### src/rtl/my_gates_bus.sv
`default_nettype none
// ============================================================================
// my_gates_bus : WIDTH-bit selectable gate unit feeding a 2-entry valid/ready
//                output buffer with per-result channel enable.  Rev 1.0
// ============================================================================
module my_gates_bus #(
   parameter int WIDTH    = 16,
   parameter int CHANNELS = 4,
   parameter int SEL_W    = $clog2(CHANNELS)
) (
   input  logic                clk,
   input  logic                rst_n,
   input  logic                in_valid,
   output logic                in_ready,
   input  logic [2:0]          op,
   input  logic [WIDTH-1:0]    a,
   input  logic [WIDTH-1:0]    b,
   input  logic [SEL_W-1:0]    sel,
   output logic                out_valid,
   input  logic                out_ready,
   output logic [WIDTH-1:0]    out_data,
   output logic [CHANNELS-1:0] out_chan_en,
   output logic                out_err
);

   localparam logic [2:0] OP_NOT  = 3'd0;
   localparam logic [2:0] OP_AND  = 3'd1;
   localparam logic [2:0] OP_OR   = 3'd2;
   localparam logic [2:0] OP_XOR  = 3'd3;
   localparam logic [2:0] OP_NAND = 3'd4;
   localparam logic [2:0] OP_MUX  = 3'd5;
   localparam logic [2:0] OP_DMUX = 3'd6;

   localparam logic [1:0] CNT_EMPTY = 2'd0;
   localparam logic [1:0] CNT_FULL  = 2'd2;

   logic [WIDTH-1:0]    res_data;
   logic [CHANNELS-1:0] res_chan;
   logic                res_err;

   always_comb begin
      res_data = '0;
      res_chan = '1;
      res_err  = 1'b0;
      case (op)
         OP_NOT:  res_data = ~a;
         OP_AND:  res_data = a & b;
         OP_OR:   res_data = a | b;
         OP_XOR:  res_data = a ^ b;
         OP_NAND: res_data = ~(a & b);
         OP_MUX:  res_data = (sel == '0) ? a : b;
         OP_DMUX: begin
            res_data      = a;
            res_chan      = '0;
            res_chan[sel] = 1'b1;
         end
         default: begin
            // Reserved opcode: flagged result that targets no consumer.
            res_data = '0;
            res_chan = '0;
            res_err  = 1'b1;
         end
      endcase
   end

   logic [WIDTH-1:0]    data_q [2];
   logic [CHANNELS-1:0] chan_q [2];
   logic                err_q  [2];
   logic                wr_ptr_q, wr_ptr_d;
   logic                rd_ptr_q, rd_ptr_d;
   logic [1:0]          count_q, count_d;
   logic                accept;
   logic                emit;

   // Ready depends only on registered occupancy, never on out_ready.
   assign in_ready  = rst_n && (count_q != CNT_FULL);
   assign out_valid = (count_q != CNT_EMPTY);
   assign accept    = in_valid && in_ready;
   assign emit      = out_valid && out_ready;

   always_comb begin
      count_d  = count_q;
      wr_ptr_d = wr_ptr_q;
      rd_ptr_d = rd_ptr_q;
      if (accept) begin
         wr_ptr_d = ~wr_ptr_q;
      end
      if (emit) begin
         rd_ptr_d = ~rd_ptr_q;
      end
      case ({accept, emit})
         2'b10:   count_d = count_q + 2'd1;
         2'b01:   count_d = count_q - 2'd1;
         default: count_d = count_q;
      endcase
   end

   always_ff @(posedge clk) begin
      if (!rst_n) begin
         count_q  <= CNT_EMPTY;
         wr_ptr_q <= 1'b0;
         rd_ptr_q <= 1'b0;
         for (int i = 0; i < 2; i++) begin
            data_q[i] <= '0;
            chan_q[i] <= '0;
            err_q[i]  <= 1'b0;
         end
      end else begin
         count_q  <= count_d;
         wr_ptr_q <= wr_ptr_d;
         rd_ptr_q <= rd_ptr_d;
         if (accept) begin
            data_q[wr_ptr_q] <= res_data;
            chan_q[wr_ptr_q] <= res_chan;
            err_q[wr_ptr_q]  <= res_err;
         end
      end
   end

   // Head fields are forced to zero whenever nothing is valid.
   assign out_data    = out_valid ? data_q[rd_ptr_q] : '0;
   assign out_chan_en = out_valid ? chan_q[rd_ptr_q] : '0;
   assign out_err     = out_valid ? err_q[rd_ptr_q]  : 1'b0;

endmodule
`default_nettype wire

### config.mk
export PLATFORM = sky130hd
export DESIGN_NAME = my_gates_bus
export DESIGN_NICKNAME = d
export VERILOG_FILES = /design/src/rtl/my_gates_bus.sv
export SDC_FILE = /design/constraint.sdc
export NUM_CORES = 1
export LEC_CHECK = 0
export CAP_MARGIN = 20
export CORE_ASPECT_RATIO = 1.1
export CORE_MARGIN = 1
export CORE_UTILIZATION = 45
export DETAILED_ROUTE_END_ITERATION = 10
export HOLD_SLACK_MARGIN = 0.08
export PLACE_DENSITY = 0.73
export SLEW_MARGIN = 20
export SYNTH_ARGS = -nofsm -noshare
export SYNTH_HDL_FRONTEND = slang
export SYNTH_SLANG_ARGS = --single-unit
export TNS_END_PERCENT = 10
### constraint.sdc
create_clock -name clk -period 2.15 [get_ports clk]
set_input_delay 0.43 -clock clk [delete_from_list [all_inputs] [get_ports clk]]
set_output_delay 0.43 -clock clk [all_outputs]
set_load 0.03 [all_outputs]
==> qor.yml, run 1 <==
outcome:
  outcome: "complete, no violations"
cts:
  clk_latency_ns: 0.30
  path_clk_slew_ns: 0.09
  cts_tree: "done"
  htreeDepth: 2
  cts_buffers: 5
  cts_root_buf: "clkbuf_8"
  clock_tree.buffer_depth: 2
  clock_sinks: 47
sta:
  slew_viol_final: 0
  worst_pin_slew_ns: 0.6344
  period_needed_ns: 2.067
  grt_setup_unrepaired: "false"
  fin_worst_skew_ns: 0.006566
  setup_viol: 0
  final.period_utilization_pct: 96.14
  hold_viol_final: 0
  fmax_mhz: 483.8
  maxSlewHeadroom_pct: 57.52
  timing.hold.ws_ns: 0.4884
power:
  p_leak_nw: 2.109
  p_comb_share_pct: 44.0
  switchingPower_w: 0.001134
  vdd_drop_max_uv: 326.9
  power_frac_clock_pct: 19.9
  power_frac_seq_pct: 36.1
  power_density_nw_per_um2: 659.2
  switching_share_pct: 36.03
  p_int_w: 0.002013
cells_and_area:
  drive_above_1_share_pct: 12.90
  mostFrequentLayoutCell: "nor2_1"
  n_antenna_cell: 0
  final_cell_mix: "nor2_1, mux2i_1, edfxtp_1"
  synthToLayoutAreaGrowth_pct: 30.83
  num-nets-final: 538
  final_cell_area_um2: 4773
floorplanning:
  rows: 34
  start_util_pct: 46.36
  design.core.area_um2: 7870
  die_w_um: 87.85
  chipHeight_um: 96.44
  io_pins: 64
  die_area_um2: 8472
logic_synthesis:
  synth_edf_count: 40
  syn_nets: 454
  synth-async-reset-ratio_pct: 0
  netlist.area_leader.share_pct: 32.92
  avgSynthCellArea_um2: 9.601
  yosysWarningCount: 0
  synthFlopType: "edfxtp_1"
  synth_top_area_cell: "edfxtp_1"
  synth.area.top_cells: "edfxtp_1, mux2i_1, ha_1, nor2_1, a21oi_1"
  yosysSeqAreaShare_pct: 36.76
  synth_area_um2: 3648
  synthDistinctLibCells: 43
  synthCells: 380
  yosys_register_bits: 47
job:
  cap_violations: 0
worst_setup_path:
  cp-end-kind: "output pin"
  crit_fanout: 21
  reg2reg_slack_ns: 0.37
  worstPathCellList: "buf_12, mux2i_1, nor2_1, dlygate4sd2_1"
  crit_family: "buffers and inverters"
  r2r_end: "count_q[1]$_SDFFE_PN0P_"
  critical_path_arrival_ns: 1.64
  r2r_cells: 6
  rr_startpoint: "count_q[0]$_SDFFE_PN0P_"
  cp_slowest_cell: "dfxtp_1"
  required_ns: 1.72
  critPathBufInv: 2
  max_stage_delay_ns: 0.36
  worstSetupStartpointType: "flop"
  crit_type: "reg2out"
routing:
  wl_um: 8817
  ant_nets: 0
  via_count: 3163
  wire_per_inst_um: 15.39
  drc: 0
  vias_per_cell: 5.520
  dr.first_iter.drc_count: 274
  drt-pass1-iter-count: 8
global_route:
  grt.total_usage_pct: 22.09
  grt_pass1_wl_um: 14300
  grt_max_degree: 25
  antenna_found_initial: 0
  grt-ovfl-total: 0
  grt_pass1_vias: 3011
hold_path:
  hold_start: "err_q[1]$_DFF_P_"
  hold_path_depth: 2
  hp-class: "reg2reg"
  whs_endpoint: "err_q[1]$_DFF_P_"
placement:
  place_hpwl_um: 6317
  io_buffer_count: 63
  gp_congestion: 0.8114
  place_area_um2: 4634
==> registers in the layout (all words and copies together), names as in the netlist, named ones only <==
register / count
data_q: 32
wr_ptr_q: 1
count_q: 2
chan_q: 8
err_q: 2
rd_ptr_q: 1
==> kinds of logic (layout without fill, tap and decap cells) <==
logic type      after synthesis  count (layout)  share of synthesized area, %
simple gates                 86              86                         11.18
compound gates               95              95                         18.18
buf+inv                      67             152                         8.368
flops                        47              47                         36.76
fa+ha+maj                    33              33                         11.32
xor+xnor                      3               3                        0.7203
mux                          49              49                         13.48
==> timing repair <==
item | in CTS | in global routing
gates resized for setup | 22 | 7
pin swaps | 0 | 2
setup buffers | 0 | 3
endpoints found under the setup margin | 31 | 21
gates cloned | 0 | 0
hold buffers | 0 | 0
==> tightest hold or removal path, cell delays in order, from the launching register on <==
cell and delay [ns]:
dfxtp_1 0.32, nand3_1 0.07, o21ai_0 0.06
==> stage by stage <==
| step | utilization, % | total power (W) | setup slack (ns) | cells | setup TNS [ns] |
|---|---|---|---|---|---|
| floorplan | - | 0.002035 | 0.2662 | 380 | 0 |
| global placement | 58.89 | 0.002578 | -0.3873 | 562 | -9.126 |
| detailed placement | 58.89 | 0.002611 | -0.4167 | 562 | -11.02 |
| CTS | 60.06 | 0.003160 | 0.01028 | 570 | 0 |
| global route | 60.65 | 0.003322 | 0.01356 | 573 | 0 |
| finish | 60.65 | 0.003146 | 0.08303 | 573 | 0 |
==> area by class of cell <==
class / count / area, µm²
inverters: 38 / 142.6
fillers: 671 / 3097
clock buffers: 7 / 107.6
flip-flops and latches: 47 / 1341
multi-input cells: 266 / 2009
repair buffers: 106 / 1032
well taps: 108 / 135.1
clock inverters: 1 / 5.005
==> worst max path at each step <==
stage	from	endpoint	slack, ns	cells after the start
floorplan	count_q[0]$_SDFFE_PN0P_	chan_q[0][0]$_SDFFCE_PN0P_	0.27	4
finish	flop	out_data[15]	0.08	4
global route	flop	out_data[10]	0.01	4
detailed placement	op[0]	data_q[1][4]$_SDFFCE_PN0P_	-0.42	6
global placement	op[0]	data_q[0][7]$_SDFFCE_PN0P_	-0.39	6
CTS	count_q[0]$_SDFFE_PN0P_	out_valid	0.01	4
==> per-layer routing <==
metal,GRT usage [%],vias up,part of all wire (%)
li1,-,1551,-
met1,29.23,1476,44
met2,36.89,122,49
met3,2.974,14,5.1
met4,8.060,0,1.2
met5,0,-,0
==> cell usage after synthesis, types with 2 or more instances <==
cell type and instances:
a211oi_1 3, a21boi_0 2, a21oi_1 33, a222oi_1 12, a22o_1 12, a22oi_1 12, a2bb2oi_1 3, a31oi_1 2
a32oi_1 3, and2_1 6, buf_2 12, buf_4 2, buf_6 2, clkbuf_1 11, dfxtp_1 7, edfxtp_1 40
ha_1 33, inv_1 36, inv_2 2, mux2i_1 48, nand2_1 5, nand2b_1 6, nand3_1 3, nor2_1 50
nor2b_1 7, nor3_1 2, o2111ai_1 2, o21a_1 2, o21ai_0 5, o21ai_1 3, xnor2_1 2
==> power by group through the flow <==
stage	sequential (W)	clock (W)	combinational (W)
floorplan	0.00114	0	0.000892
global placement	0.00115	0	0.00143
detailed placement	0.00116	0	0.00145
CTS	0.00114	0.000633	0.00139
global route	0.00115	0.000669	0.00151
finish	0.00113	0.000626	0.00139
No activity file was read; power rests on OpenSTA's default activity.
==> run 2, diff against run 1 <==
- ABC_AREA: not set -> 1
- PLACE_DENSITY: 0.73 -> 0.72
- clock period: 2.15 -> 2.3 ns (I/O delays scaled with it)
==> run 2 against run 1 <==
Setup slack gained 0.030 ns. Largest cell class unchanged. Combinational power shrank 34%. Critical endpoint is now out_data[0]. Via count grew 23%.
==> qor.yml, run 2 <==
worst_setup_path:
  required_ns: 1.84  # +0.12 ns
  worstSetupStartpointType: "flop"
  r2r_end: "count_q[1]$_SDFFE_PN0P_"
  crit_fanout: 16  # -24%
  reg2reg_slack_ns: 0.63  # +0.26 ns
  rr_startpoint: "count_q[0]$_SDFFE_PN0P_"
  cp-end-kind: "output pin"
  critical_path_arrival_ns: 1.73  # +0.09 ns
  crit_type: "reg2out"
  r2r_cells: 9  # +3
routing:
  vias_per_cell: 5.238  # -5.1%
  wire_per_inst_um: 13.84  # -10%
  ant_nets: 0  # unchanged
  drc: 0  # unchanged
  wl_um: 10300  # +17%
  drt-pass1-iter-count: 5  # -3
  via_count: 3897  # +23%
  dr.first_iter.drc_count: 225  # -18%
logic_synthesis:
  yosysWarningCount: 0  # unchanged
  netlist.area_leader.share_pct: 29.13  # -3.8 points
  muxShareOfSynthArea_pct: 0  # -13 points
  synth_xor_xnor_area_share_pct: 0  # -0.72 points
  synthAdderAreaFrac_pct: 10.01  # -1.3 points
  synthFlopType: "edfxtp_1"
  synthCells: 566  # +49%
  post_synth_and_or_nand_nor_area_fraction_pct: 35.32  # +24 points
  synth.area.top_cells: "edfxtp_1, nand2_1, ha_1, a21oi_2, nor2_1"
  avgSynthCellArea_um2: 7.286  # -24%
  synth_top_family_by_area: "simple AND/OR/NAND/NOR gates"
  synth_edf_count: 40  # unchanged
  yosysSeqAreaShare_pct: 32.52  # -4.2 points
  synth_area_um2: 4124  # +13%
  synth-async-reset-ratio_pct: 0  # unchanged
  synth_top_area_cell: "edfxtp_1"
  synth-compound-area-share_pct: 10.95  # -7.2 points
  syn_nets: 640  # +41%
  synthDistinctLibCells: 24  # -44%
  yosysMostFrequentCell: "nand2_1"
  yosys_register_bits: 47  # unchanged
  synth_top_cells_by_count: "nand2_1, nor2_1, inv_1"
power:
  vdd_drop_max_uv: 267.5  # -18%
  p_leak_nw: 2.388  # +13%
  total_power_w: 0.002522  # -20%
  power_frac_seq_pct: 40.7  # +4.6 points
  switchingPower_w: 0.0009080  # -20%
  p_int_w: 0.001613  # -20%
  p_comb_share_pct: 36.6  # -7.4 points
  power_density_nw_per_um2: 496.9  # -25%
  power_frac_clock_pct: 22.7  # +2.8 points
  switching_share_pct: 36.01  # about the same
floorplanning:
  die_area_um2: 9552  # +13%
  start_util_pct: 46.47  # +0.12 points
  die_w_um: 93.28  # +6.2%
  design.core.area_um2: 8874  # +13%
  rows: 36  # +5.9%
  chipHeight_um: 102.4  # +6.2%
  io_pins: 64  # unchanged
cts:
  cts_buffers: 5  # unchanged
  clock_tree.buffer_depth: 2  # unchanged
  ctsResizeCount: 20  # -9.1%
  htreeDepth: 2  # unchanged
  clock_sinks: 47  # unchanged
  path_clk_slew_ns: 0.09  # about the same
  clk_latency_ns: 0.30  # about the same
  post_cts_buffers: 0  # unchanged
  cts_tree: "done"
  cts_root_buf: "clkbuf_8"
  ctsHoldBuffers: 0  # unchanged
sta:
  worst_pin_slew_ns: 0.7051  # +0.07075 ns
  setup_viol: 0  # unchanged
  setup_ws_ns: 0.1131  # +0.03009 ns
  fin_worst_skew_ns: 0.009845  # +0.003279 ns
  maxSlewHeadroom_pct: 52.88  # -4.6 points
  fmax_mhz: 457.3
  hold_viol_final: 0  # unchanged
  slew_viol_final: 0  # unchanged
  grt_setup_unrepaired: "false"
  fin_tns_setup_ns: 0  # unchanged
  period_needed_ns: 2.187
  final.period_utilization_pct: 95.08
cells_and_area:
  drive_above_1_share_pct: 14.13  # +1.2 points
  largest_registers: "data_q: 32 flops, chan_q: 8 flops"
  synthToLayoutAreaGrowth_pct: 23.06
  num-nets-final: 703  # +31%
  largest_reg_flops: 32  # unchanged
  final_cells: 744  # +30%
  final_cell_mix: "nand2_1, nor2_1, inv_1"
  mostFrequentLayoutCell: "nand2_1"
  regMostFlops: "data_q"
  n_antenna_cell: 0  # unchanged
placement:
  dp_cells: 736  # +31%
  pre_cts_ws_ns: 0.01984  # +0.4365 ns
  place_hpwl_um: 7557  # +20%
  io_buffer_count: 63  # unchanged
  gp_congestion: 0.9097  # +12%
outcome:
  outcome: "complete, no violations"
global_route:
  grt-ovfl-total: 0  # unchanged
  antenna_found_initial: 0  # unchanged
  grt_pass1_wl_um: 16860  # +18%
  grt.total_usage_pct: 22.68  # +0.59 points
  grt_pass1_vias: 3678  # +22%
  grt_max_degree: 33  # +32%
hold_path:
  hold_path_depth: 1  # -1
  hp-class: "reg2reg"
  hold_start: "rd_ptr_q$_SDFFE_PN0P_"
job:
  cap_violations: 0  # unchanged
## run 2: cell count changes after synthesis, sizes merged, moves of 29 or more
cell   change
inv       +29
nor2      +32
nand2    +148
mux2i     -48
nand4     +32
nand3     +32
## run 2: layer usage
metal / share of wire, % / global-route usage (%)
met5: 0 / 0
met2: 50 / 41.12
met3: 5.1 / 3.423
met1: 42 / 26.53
met4: 2.3 / 10.06
## run 2: layout make-up
| type | instances | area (µm²) |
|---|---|---|
| Clock buffer | 6 | 93.84 |
| Clock inverter | 2 | 13.76 |
| Fill cell | 799 | 3799 |
| Inverter | 67 | 251.5 |
| Multi-Input combinational cell | 418 | 2321 |
| Sequential cell | 47 | 1341 |
| Tap cell | 114 | 142.6 |
| Timing Repair Buffer | 90 | 910.9 |
## run 2: power groups by stage
stage | combinational, W | sequential [W] | clock, W
2_1_floorplan | 0.000575 | 0.00104 | 0
3_3_place_gp | 0.000942 | 0.00104 | 0
3_5_place_dp | 0.000960 | 0.00105 | 0
4_1_cts | 0.000927 | 0.00103 | 0.000586
5_1_grt | 0.00101 | 0.00103 | 0.000612
6_report | 0.000924 | 0.00103 | 0.000572
## run 2: how the worst max path moves through the flow
stage | startpoint | endpoint | slack [ns] | depth (start not counted)
2_1_floorplan | rst_n | chan_q[0][0]$_SDFFCE_PN0P_ | 0.33 | 7
3_3_place_gp | op[0] | data_q[1][8]$_SDFFCE_PN0P_ | 0.08 | 7
3_5_place_dp | op[0] | data_q[0][11]$_SDFFCE_PN0P_ | 0.02 | 7
4_1_cts | count_q[0]$_SDFFE_PN0P_ | out_chan_en[2] | 0.003 | 4
5_1_grt | flop | out_data[10] | 0.05 | 4
6_report | flop | out_data[0] | 0.11 | 4
## run 2: worst max-delay path: stages (launching register included)
cell and delay, ns:
dfxtp_1 0.37, buf_4 0.25, nand2_1 0.08, a21oi_1 0.28
dlygate4sd2_1 0.44
## run 2: logic make-up after synthesis
group           count (synthesis)
compound gates                 67
fa+ha+maj                      33
buf+inv                       101
flops                          47
simple gates                  318
## run 2: metrics by stage
step	hold WS, ns	instance area [µm²]	util (%)
final	0.4749	5075	57.19
after global routing	0.4974	5075	57.19
after CTS	0.4811	5070	57.13
after detailed placement	0.4605	4987	56.20
after global placement	0.4390	4987	56.20
after floorplan	0.4255	4124	-
==> run 3, diff against run 2 <==
- SLEW_MARGIN: 20 -> not set
==> results of run 3 <==
Same layout as run 2: the final DEF is identical, and so are final timing and power.
